`src/rtl/trisc_pkg.sv`:
```
// Shared types for the TRISC control path: FSM states, opcode values and the
// opcode-class decode used by the sequencer.
package trisc_pkg;

    localparam int unsigned NumCtrl = 11;

    localparam logic [3:0] OpLoad  = 4'b1000;
    localparam logic [3:0] OpJump  = 4'b1001;
    localparam logic [3:0] OpStore = 4'b1100;
    localparam logic [3:0] OpHalt  = 4'b1111;

    typedef enum logic [2:0] {
        StFetch,
        StDecode,
        StExec,
        StMem,
        StWb,
        StHalt
    } state_e;

    typedef enum logic [2:0] {
        ClsAlu,
        ClsLoad,
        ClsStore,
        ClsJump,
        ClsHalt,
        ClsIllegal
    } op_class_e;

    function automatic op_class_e op_class(input logic [3:0] opcode);
        op_class_e cls;
        case (opcode)
            4'b0000, 4'b0001, 4'b0010, 4'b0011,
            4'b0100, 4'b0110, 4'b0111: cls = ClsAlu;
            OpLoad:                    cls = ClsLoad;
            OpStore:                   cls = ClsStore;
            OpJump:                    cls = ClsJump;
            OpHalt:                    cls = ClsHalt;
            default:                   cls = ClsIllegal;
        endcase
        return cls;
    endfunction

endpackage

```
`src/rtl/instruction_decoder.sv`:
```
// Maps a 4-bit opcode onto one of eleven one-hot control lines; unmapped
// opcodes produce no line at all.
module instruction_decoder
    import trisc_pkg::*;
(
    input  logic [3:0]         opcode_i,
    output logic [NumCtrl-1:0] lines_o
);

    always_comb begin
        lines_o = '0;
        case (opcode_i)
            4'b0000: lines_o[0]  = 1'b1;
            4'b0001: lines_o[1]  = 1'b1;
            4'b0010: lines_o[2]  = 1'b1;
            4'b0011: lines_o[3]  = 1'b1;
            4'b0100: lines_o[4]  = 1'b1;
            4'b0110: lines_o[5]  = 1'b1;
            4'b0111: lines_o[6]  = 1'b1;
            OpLoad:  lines_o[7]  = 1'b1;
            OpJump:  lines_o[8]  = 1'b1;
            OpStore: lines_o[9]  = 1'b1;
            OpHalt:  lines_o[10] = 1'b1;
            default: lines_o     = '0;
        endcase
    end

endmodule

```
`src/rtl/trisc_control_fsm.sv`:
```
// Multi-cycle FETCH/DECODE/EXEC/MEM/WB sequencer for the TRISC core; owns PC and IR
// and drives the req/ack memory port.
module trisc_control_fsm
    import trisc_pkg::*;
#(
    parameter int unsigned PCW = 4,
    parameter int unsigned IW  = 8
) (
    input  logic               clk,
    input  logic               reset,
    output logic               mem_req,
    output logic               mem_we,
    output logic [PCW-1:0]     mem_addr,
    input  logic [IW-1:0]      mem_rdata,
    input  logic               mem_ack,
    output logic [PCW-1:0]     pc,
    output logic [IW-1:0]      ir,
    output logic [NumCtrl-1:0] ctrl,
    output logic               alu_en,
    output logic               reg_we,
    output logic               illegal,
    output logic               halted
);

    state_e             state_q, state_d;
    logic [PCW-1:0]     pc_q, pc_d;
    logic [IW-1:0]      ir_q, ir_d;
    logic [3:0]         opcode;
    logic [IW-5:0]      operand;
    logic [PCW-1:0]     operand_addr;
    op_class_e          cls;
    logic [NumCtrl-1:0] dec_lines;
    logic               mem_fire;

    assign opcode       = ir_q[IW-1 -: 4];
    assign operand      = ir_q[IW-5:0];
    assign operand_addr = PCW'(operand);
    assign cls          = op_class(opcode);

    instruction_decoder u_decoder (
        .opcode_i (opcode),
        .lines_o  (dec_lines)
    );

    always_ff @(posedge clk or posedge reset) begin
        if (reset) begin
            state_q <= StFetch;
            pc_q    <= '0;
            ir_q    <= '0;
        end else begin
            state_q <= state_d;
            pc_q    <= pc_d;
            ir_q    <= ir_d;
        end
    end

    // Only a request the FSM is actually making can complete; stray acks are ignored.
    assign mem_fire = mem_req && mem_ack;

    always_comb begin
        state_d = state_q;
        pc_d    = pc_q;
        ir_d    = ir_q;
        unique case (state_q)
            StFetch: begin
                if (mem_fire) begin
                    ir_d    = mem_rdata;
                    pc_d    = pc_q + PCW'(1);
                    state_d = StDecode;
                end
            end
            StDecode: begin
                if (cls == ClsIllegal) begin
                    state_d = StFetch;
                end else if (cls == ClsHalt) begin
                    state_d = StHalt;
                end else begin
                    state_d = StExec;
                end
            end
            StExec: begin
                unique case (cls)
                    ClsAlu:             state_d = StWb;
                    ClsLoad, ClsStore:  state_d = StMem;
                    ClsJump: begin
                        pc_d    = operand_addr;
                        state_d = StFetch;
                    end
                    default:            state_d = StFetch;
                endcase
            end
            StMem: begin
                if (mem_fire) begin
                    state_d = (cls == ClsLoad) ? StWb : StFetch;
                end
            end
            StWb:    state_d = StFetch;
            StHalt:  state_d = StHalt;
            default: state_d = StFetch;
        endcase
    end

    // Outputs depend on state, IR and the reset pin only; mem_ack never reaches them.
    always_comb begin
        mem_req  = 1'b0;
        mem_we   = 1'b0;
        mem_addr = pc_q;
        ctrl     = '0;
        alu_en   = 1'b0;
        reg_we   = 1'b0;
        illegal  = 1'b0;
        halted   = 1'b0;
        unique case (state_q)
            StFetch: begin
                mem_req = !reset;
            end
            StDecode: begin
                illegal = (cls == ClsIllegal);
            end
            StExec: begin
                ctrl   = dec_lines;
                alu_en = (cls == ClsAlu);
            end
            StMem: begin
                ctrl     = dec_lines;
                mem_req  = !reset;
                mem_we   = !reset && (cls == ClsStore);
                mem_addr = operand_addr;
            end
            StWb: begin
                ctrl   = dec_lines;
                reg_we = 1'b1;
            end
            StHalt: begin
                halted = 1'b1;
            end
            default: begin
                mem_req = 1'b0;
            end
        endcase
    end

    assign pc = pc_q;
    assign ir = ir_q;

endmodule

```
`config.mk`:
```
export PLATFORM = sky130hd
export DESIGN_NAME = trisc_control_fsm
export DESIGN_NICKNAME = d
export VERILOG_FILES = /design/src/rtl/trisc_pkg.sv /design/src/rtl/instruction_decoder.sv /design/src/rtl/trisc_control_fsm.sv
export SDC_FILE = /design/constraint.sdc
export NUM_CORES = 1
export LEC_CHECK = 0
export ABC_AREA = 1
export BUFFER_PORTS_ARGS = -buffer_cell sky130_fd_sc_hd__clkbuf_2
export CAP_MARGIN = 25
export CORE_MARGIN = 2
export CORE_UTILIZATION = 48
export CTS_CLUSTER_DIAMETER = 50
export CTS_CLUSTER_SIZE = 16
export DETAILED_ROUTE_END_ITERATION = 10
export PLACE_DENSITY = 0.77
export SKIP_CTS_REPAIR_TIMING = 1
export SLEW_MARGIN = 10
export SYNTH_ARGS = -nofsm -noshare
export SYNTH_HDL_FRONTEND = slang
export SYNTH_SLANG_ARGS = --single-unit
```
`constraint.sdc`:
```
create_clock -name clk -period 2.1 [get_ports clk]
set_clock_uncertainty 0.2 [all_clocks]
set_input_delay 0.105 -clock clk [delete_from_list [all_inputs] [get_ports clk]]
set_output_delay 0.105 -clock clk [all_outputs]
set_load 0.005 [all_outputs]
```
# Word-level counts from Yosys, hierarchy flattened
# Memories as Yosys holds them, arrays and structs flattened.
# Index checks and enable logic that the tools add are counted.
# word_totals
ff_bits	15
latch_bits	0
ramBits	0
mem_bits_ro	48
out_inout_bits	33
elab_cells	70
n_memories	1
# classes
addsub	1
n_mul	0
n_div	0
n_lt_le_gt_ge	0
eq_ne	23
shifts	0
n_mux	29
n_bitwise	0
n_reduce_logical	13
# memory_table
name	words	word_bits	read_ports	rd_clocked_by_memory_dff	wr	line	rtl
(name not given)	16	3	1	0	0	trisc_pkg.sv:32	case (opcode)
# ops
operator	count
2-to-1 mux 1 bit	17
equality test 4 bit, second input constant	4
2-to-1 mux 3 bit	5
case mux 3 bit (5 select lines)	1
equality test 3 x 2 -> 1 bit, second input constant	4
equality test 3 bit, second input constant	4
equality test 4 x 3 -> 1 bit, second input constant	3
2-to-1 mux 4 bit	3
2-to-1 mux 11 bit	1
equality test 4 x 2 -> 1 bit, second input constant	2
case mux 4 bit (2 select lines)	1
equality test 3 x 1 -> 1 bit, second input constant	2
zero test 3 bit	2
case mux 3 bit (2 select lines)	1
adder 4 x 1 -> 4 bit, second input constant	1
equality test 4 x 1 -> 1 bit, second input constant	1
zero test 4 bit	1
inequality test 2 bit, second input constant	2
AND reduction 2 bit	2
OR reduction 2 bit	2
AND reduction 3 bit	1
OR reduction 3 bit	1
logical AND 1 bit	2
inequality test 2 x 1 -> 1 bit, second input constant	1
2 further kinds	2

# Depth between registers and ports, before layout
# logic_depth
word_depth	6
ltp_mapped	12
ltp_nobuf	12

# Hierarchy
# A second synthesis with hierarchy kept.
# hier_totals
cells_unflattened	188
area_unflattened_um2	1182.4
# by_module_without_submodules
mod	n_inst	cells_per_inst	area_per_inst_um2	seq_area_each_um2
trisc_control_fsm	1	165	1093.5	375.4
instruction_decoder	1	23	88.8	0.0

# Worst setup path before layout
# OpenSTA, ideal clock, no wires.
# synth_timing
kind	register to register
start	register ir_q[4] (netlist: ir[4])
end	register pc_q[3] (netlist: pc[3])
arrival_ps	1303
slack_ps	470
stages_incl_launch_ff	13
path_buffers	0
period_less_slack_ps	1630
cell_sequence	dfrtp_1 -> inv_1 -> ha_1 -> inv_1 -> nand2_1 -> nand2_1 -> nand2_1 -> nand2_1 -> inv_1 -> nand2_1 -> nand2_2 -> nand2_1 -> o21ai_0
# synth_via
elab_chain_cells	4
# synth_rtl
item	line	rtl
start: declaration	trisc_control_fsm.sv:27	logic [IW-1:0] ir_q, ir_d;
start signal: assignment	trisc_control_fsm.sv:53	ir_q <= ir_d;
memory read (16 x 3 bit)	n/a	
equality test 3 x 2 -> 1 bit	trisc_control_fsm.sv:82	unique case (cls)
inequality test 2 x 1 -> 1 bit (no line)	n/a	
AND reduction 3 bit (no line)	n/a	
end signal: assignment	trisc_control_fsm.sv:52	pc_q <= pc_d;
end: declaration	trisc_control_fsm.sv:26	logic [PCW-1:0] pc_q, pc_d;
# Every way passes these cells.
# A chain may end at the register's enable or synchronous reset.

# Final worst setup path
# layout_timing
start	register ir_q[6] (netlist: ir[6])
end	output port mem_we
# layout_via
elab_chain_cells	4
# layout_rtl
item	line	rtl
memory read (16 x 3 bit)	n/a	
equality test 3 x 2 -> 1 bit	trisc_control_fsm.sv:127	mem_we = !reset && (cls == ClsStore);
logical AND 1 bit	trisc_control_fsm.sv:127	
2-to-1 mux 1 bit	trisc_control_fsm.sv:113	unique case (state_q)
end: declaration	trisc_control_fsm.sv:12	output logic mem_we,
# Every way passes these cells.

==> results.py <==
metrics = {
    "outcome": {
        "status": "complete, no violations",
    },
    "routing": {
        "vias": 1236,
        "antenna_left": 0,
        "drtIter0Drc": 24,
        "routedWlPerCell_um": 11.74,
        "drc": 0,
        "firstDrtPassIters": 4,
        "drt_wl_total_um": 2936,
        "vias_per_cell": 4.944,
    },
    "setup_path": {
        "r2r_cells": 12,
        "reg2reg_to": "pc[1]",
        "endpoint_kind": "primary output",
        "crit_arrival_ns": 1.79,
        "path_cells": "inv_1 -> nand3_1 -> nand2_2 -> nand3_1 -> nor3_2 -> clkbuf_2",
        "cp_common_cell": "nand3_1",
        "slowest_stage": "dfrtp_1",
        "critical_path_class": "flip-flop to primary output",
        "required_ns": 1.79,
        "worstPathMaxFanout": 9,
        "critPathLaunchType": "flip-flop",
        "cp_slowest_stage_delay_ns": 0.49,
        "reg2reg_from": "ir[4]",
        "cp_num_buf_inv": 2,
        "r2r_slack_ns": 0.31,
        "cp_top_family": "simple AND/OR/NAND/NOR gates",
    },
    "synthesis": {
        "synth_area_leaders": "dfrtp_1, nand2_1, inv_1",
        "synth.most_common_cell": "nand2_1",
        "ys.flop_type": "dfrtp_1",
        "synthMuxAreaShare": 0.03082,
        "syn_area_um2": 1096,
        "synth-simple-area-share": 0.3664,
        "synth-xor-area-share": 0.007991,
        "synth_top_cell_area_share": 0.3425,
        "yosys-top-cells-count": "nand2_1, inv_1, nor2_1",
        "syn_area_per_cell_um2": 6.724,
        "synth_edf_count": 0,
        "synth_compound_area_frac": 0.07763,
        "syn_inst": 163,
        "synth_top_family_by_area": "simple AND/OR/NAND/NOR gates",
        "ys_async_sr_fraction": 1.000,
        "synth_seq_cells": 15,
        "ys_seq_area_frac": 0.3425,
        "ys_types": 20,
        "synth_fp_nets": 179,
        "synth_largest_area_cell": "dfrtp_1",
        "synth_fa_ha_area_frac": 0.05708,
        "yosysWarningCount": 0,
    },
    "sta": {
        "worstMarginPinSlew_ns": 0.3961,
        "fmax_mhz": 478.2,
        "whs_ns": 0.2382,
        "relSlewSlack": 0.7339,
        "setup_ws_ns": 0.008838,
        "hold_viol_final": 0,
        "final.period_utilization": 0.9958,
        "setup-violations-final": 0,
        "min_period_ns": 2.091,
        "rsz0062_at_grt": "true",
        "finalMaxSlewViolations": 0,
    },
    "placement": {
        "dp_hpwl_um": 2133,
        "pre_cts_ws_ns": 0.2999,
        "placed_cell_area_um2": 1345,
        "gp_congestion": 0.8955,
        "numPortBuffers": 43,
        "dp.cells": 234,
    },
    "clock_tree": {
        "htreeDepth": 1,
        "clockBufferDepth": 2,
        "clk_pin_slew_ns": 0.09,
        "cts_root_buf": "clkbuf_4",
        "clock_latency_ns": 0.28,
        "cts_sinks": 15,
        "cts_tree": "built",
        "cts_buffers": 3,
    },
    "power": {
        "p_leak_nw": 0.8473,
        "powerDensity_nw_per_um2": 1376,
        "finalPower_w": 0.002080,
        "p_switching_w": 0.001053,
        "power_frac_comb": 0.623,
        "ir_drop_mv": 0.8008,
        "p_sw_frac": 0.5063,
        "clkPwrFrac": 0.081,
        "pwr-share-seq": 0.296,
        "intPower_w": 0.001027,
    },
    "global_routing": {
        "antenna_found_initial": 0,
        "grt_pass1_wl_um": 4478,
        "grt_pass1_vias": 1062,
        "grt_max_degree": 16,
        "grt_remaining_overflow": 0,
        "track_usage": 0.2217,
    },
    "floorplanning": {
        "top_level_ports": 44,
        "fp.dieW_um": 51.79,
        "die_y_um": 51.79,
        "die_area_um2": 2682,
        "rows": 17,
        "core_um2": 2191,
        "start_util": 0.5003,
    },
    "job": {
        "maxCapViolCount": 0,
    },
    "layout": {
        "finish.net_count": 239,
        "nFillCells": 204,
        "fin_cells": 250,
        "stdcell_area_um2": 1511,
        "synthToLayoutAreaGrowth_pct": 37.90,
        "antennaDiodeCount": 0,
        "drive_above_1_share": 0.3468,
    },
    "min_path": {
        "hold_path_class": "input port to asynchronous set/reset pin",
    },
}
## area by class of cell
type | count | area [um^2] | share of cell area
inverter | 28 | 105.1 | 0.06954
tap | 28 | 35.03 | 0.02318
clock buffer | 3 | 22.52 | 0.01490
timing repair buffer | 58 | 352.8 | 0.2334
sequential | 15 | 376.6 | 0.2492
clock inverter | 1 | 5.005 | 0.003311
multi-input combinational | 117 | 614.3 | 0.4065
## power by group through the flow
stage	clock network (W)	logic, W	registers, W
floorplan	0	0.000841	0.000582
global placement	0	0.00116	0.000601
detailed placement	0	0.00120	0.000614
CTS	0.000175	0.00120	0.000607
global route	0.000192	0.00147	0.000640
finish	0.000168	0.00130	0.000616
## kinds of logic after synthesis
| kind of cell | Yosys count |
|---|---|
| and+or+nand+nor | 91 |
| buffers and inverters | 31 |
| AOI/OAI and AO/OA | 17 |
| DFF | 15 |
| adders and majority gates | 5 |
| muxes | 3 |
| xor gates and xnor gates | 1 |
## state kept, by name (all words and copies together) (netlist names)
signal and count:
ir 8, pc 4, state_q 3
## through the flow
stage	TNS, ns	utilization
after floorplan	0	-
after global placement	0	0.6139
after detailed placement	0	0.6139
after CTS	-0.008761	0.6265
after global routing	-0.1194	0.6899
final	0	0.6899
## layout by cell type (no fill, tap or decap), types with 5 or more instances in the layout
| master | n |
|---|---|
| nor2_2 | 6 |
| clkbuf_2 | 43 |
| inv_2 | 5 |
| nor2_1 | 15 |
| dfrtp_1 | 14 |
| buf_4 | 5 |
| o21ai_0 | 12 |
| dlygate4sd3_1 | 10 |
| nand2_1 | 43 |
| a21oi_1 | 5 |
| nor3_1 | 6 |
| inv_1 | 23 |
| nand3_1 | 11 |
## how the worst max path moves through the flow
stage,slack [ns],from,depth (start not counted),endpoint
floorplan,0.47,ir[4],12,pc[3]
CTS,-0.009,ir[5],7,mem_we
detailed placement,0.30,ir[5],12,pc[1]
global placement,0.37,ir[5],9,pc[1]
global route,-0.07,ir[6],6,mem_we
finish,0.009,ir[6],6,mem_we
## tightest hold or removal path, stage by stage
cell and delay (ns):
dlygate4sd3_1 0.54, clkbuf_2 0.14, inv_1 0.08, buf_4 0.23
## per-layer routing
| layer | GRT usage | part of all wire | vias to the layer above |
|---|---|---|---|
| met5 | 0 | 0 | - |
| met3 | 0.03448 | 0.043 | 6 |
| li1 | - | - | 635 |
| met1 | 0.3016 | 0.44 | 555 |
| met2 | 0.3590 | 0.50 | 40 |
| met4 | 0.07456 | 0.019 | 0 |
Note: power is estimated with default switching activity, not from simulation.
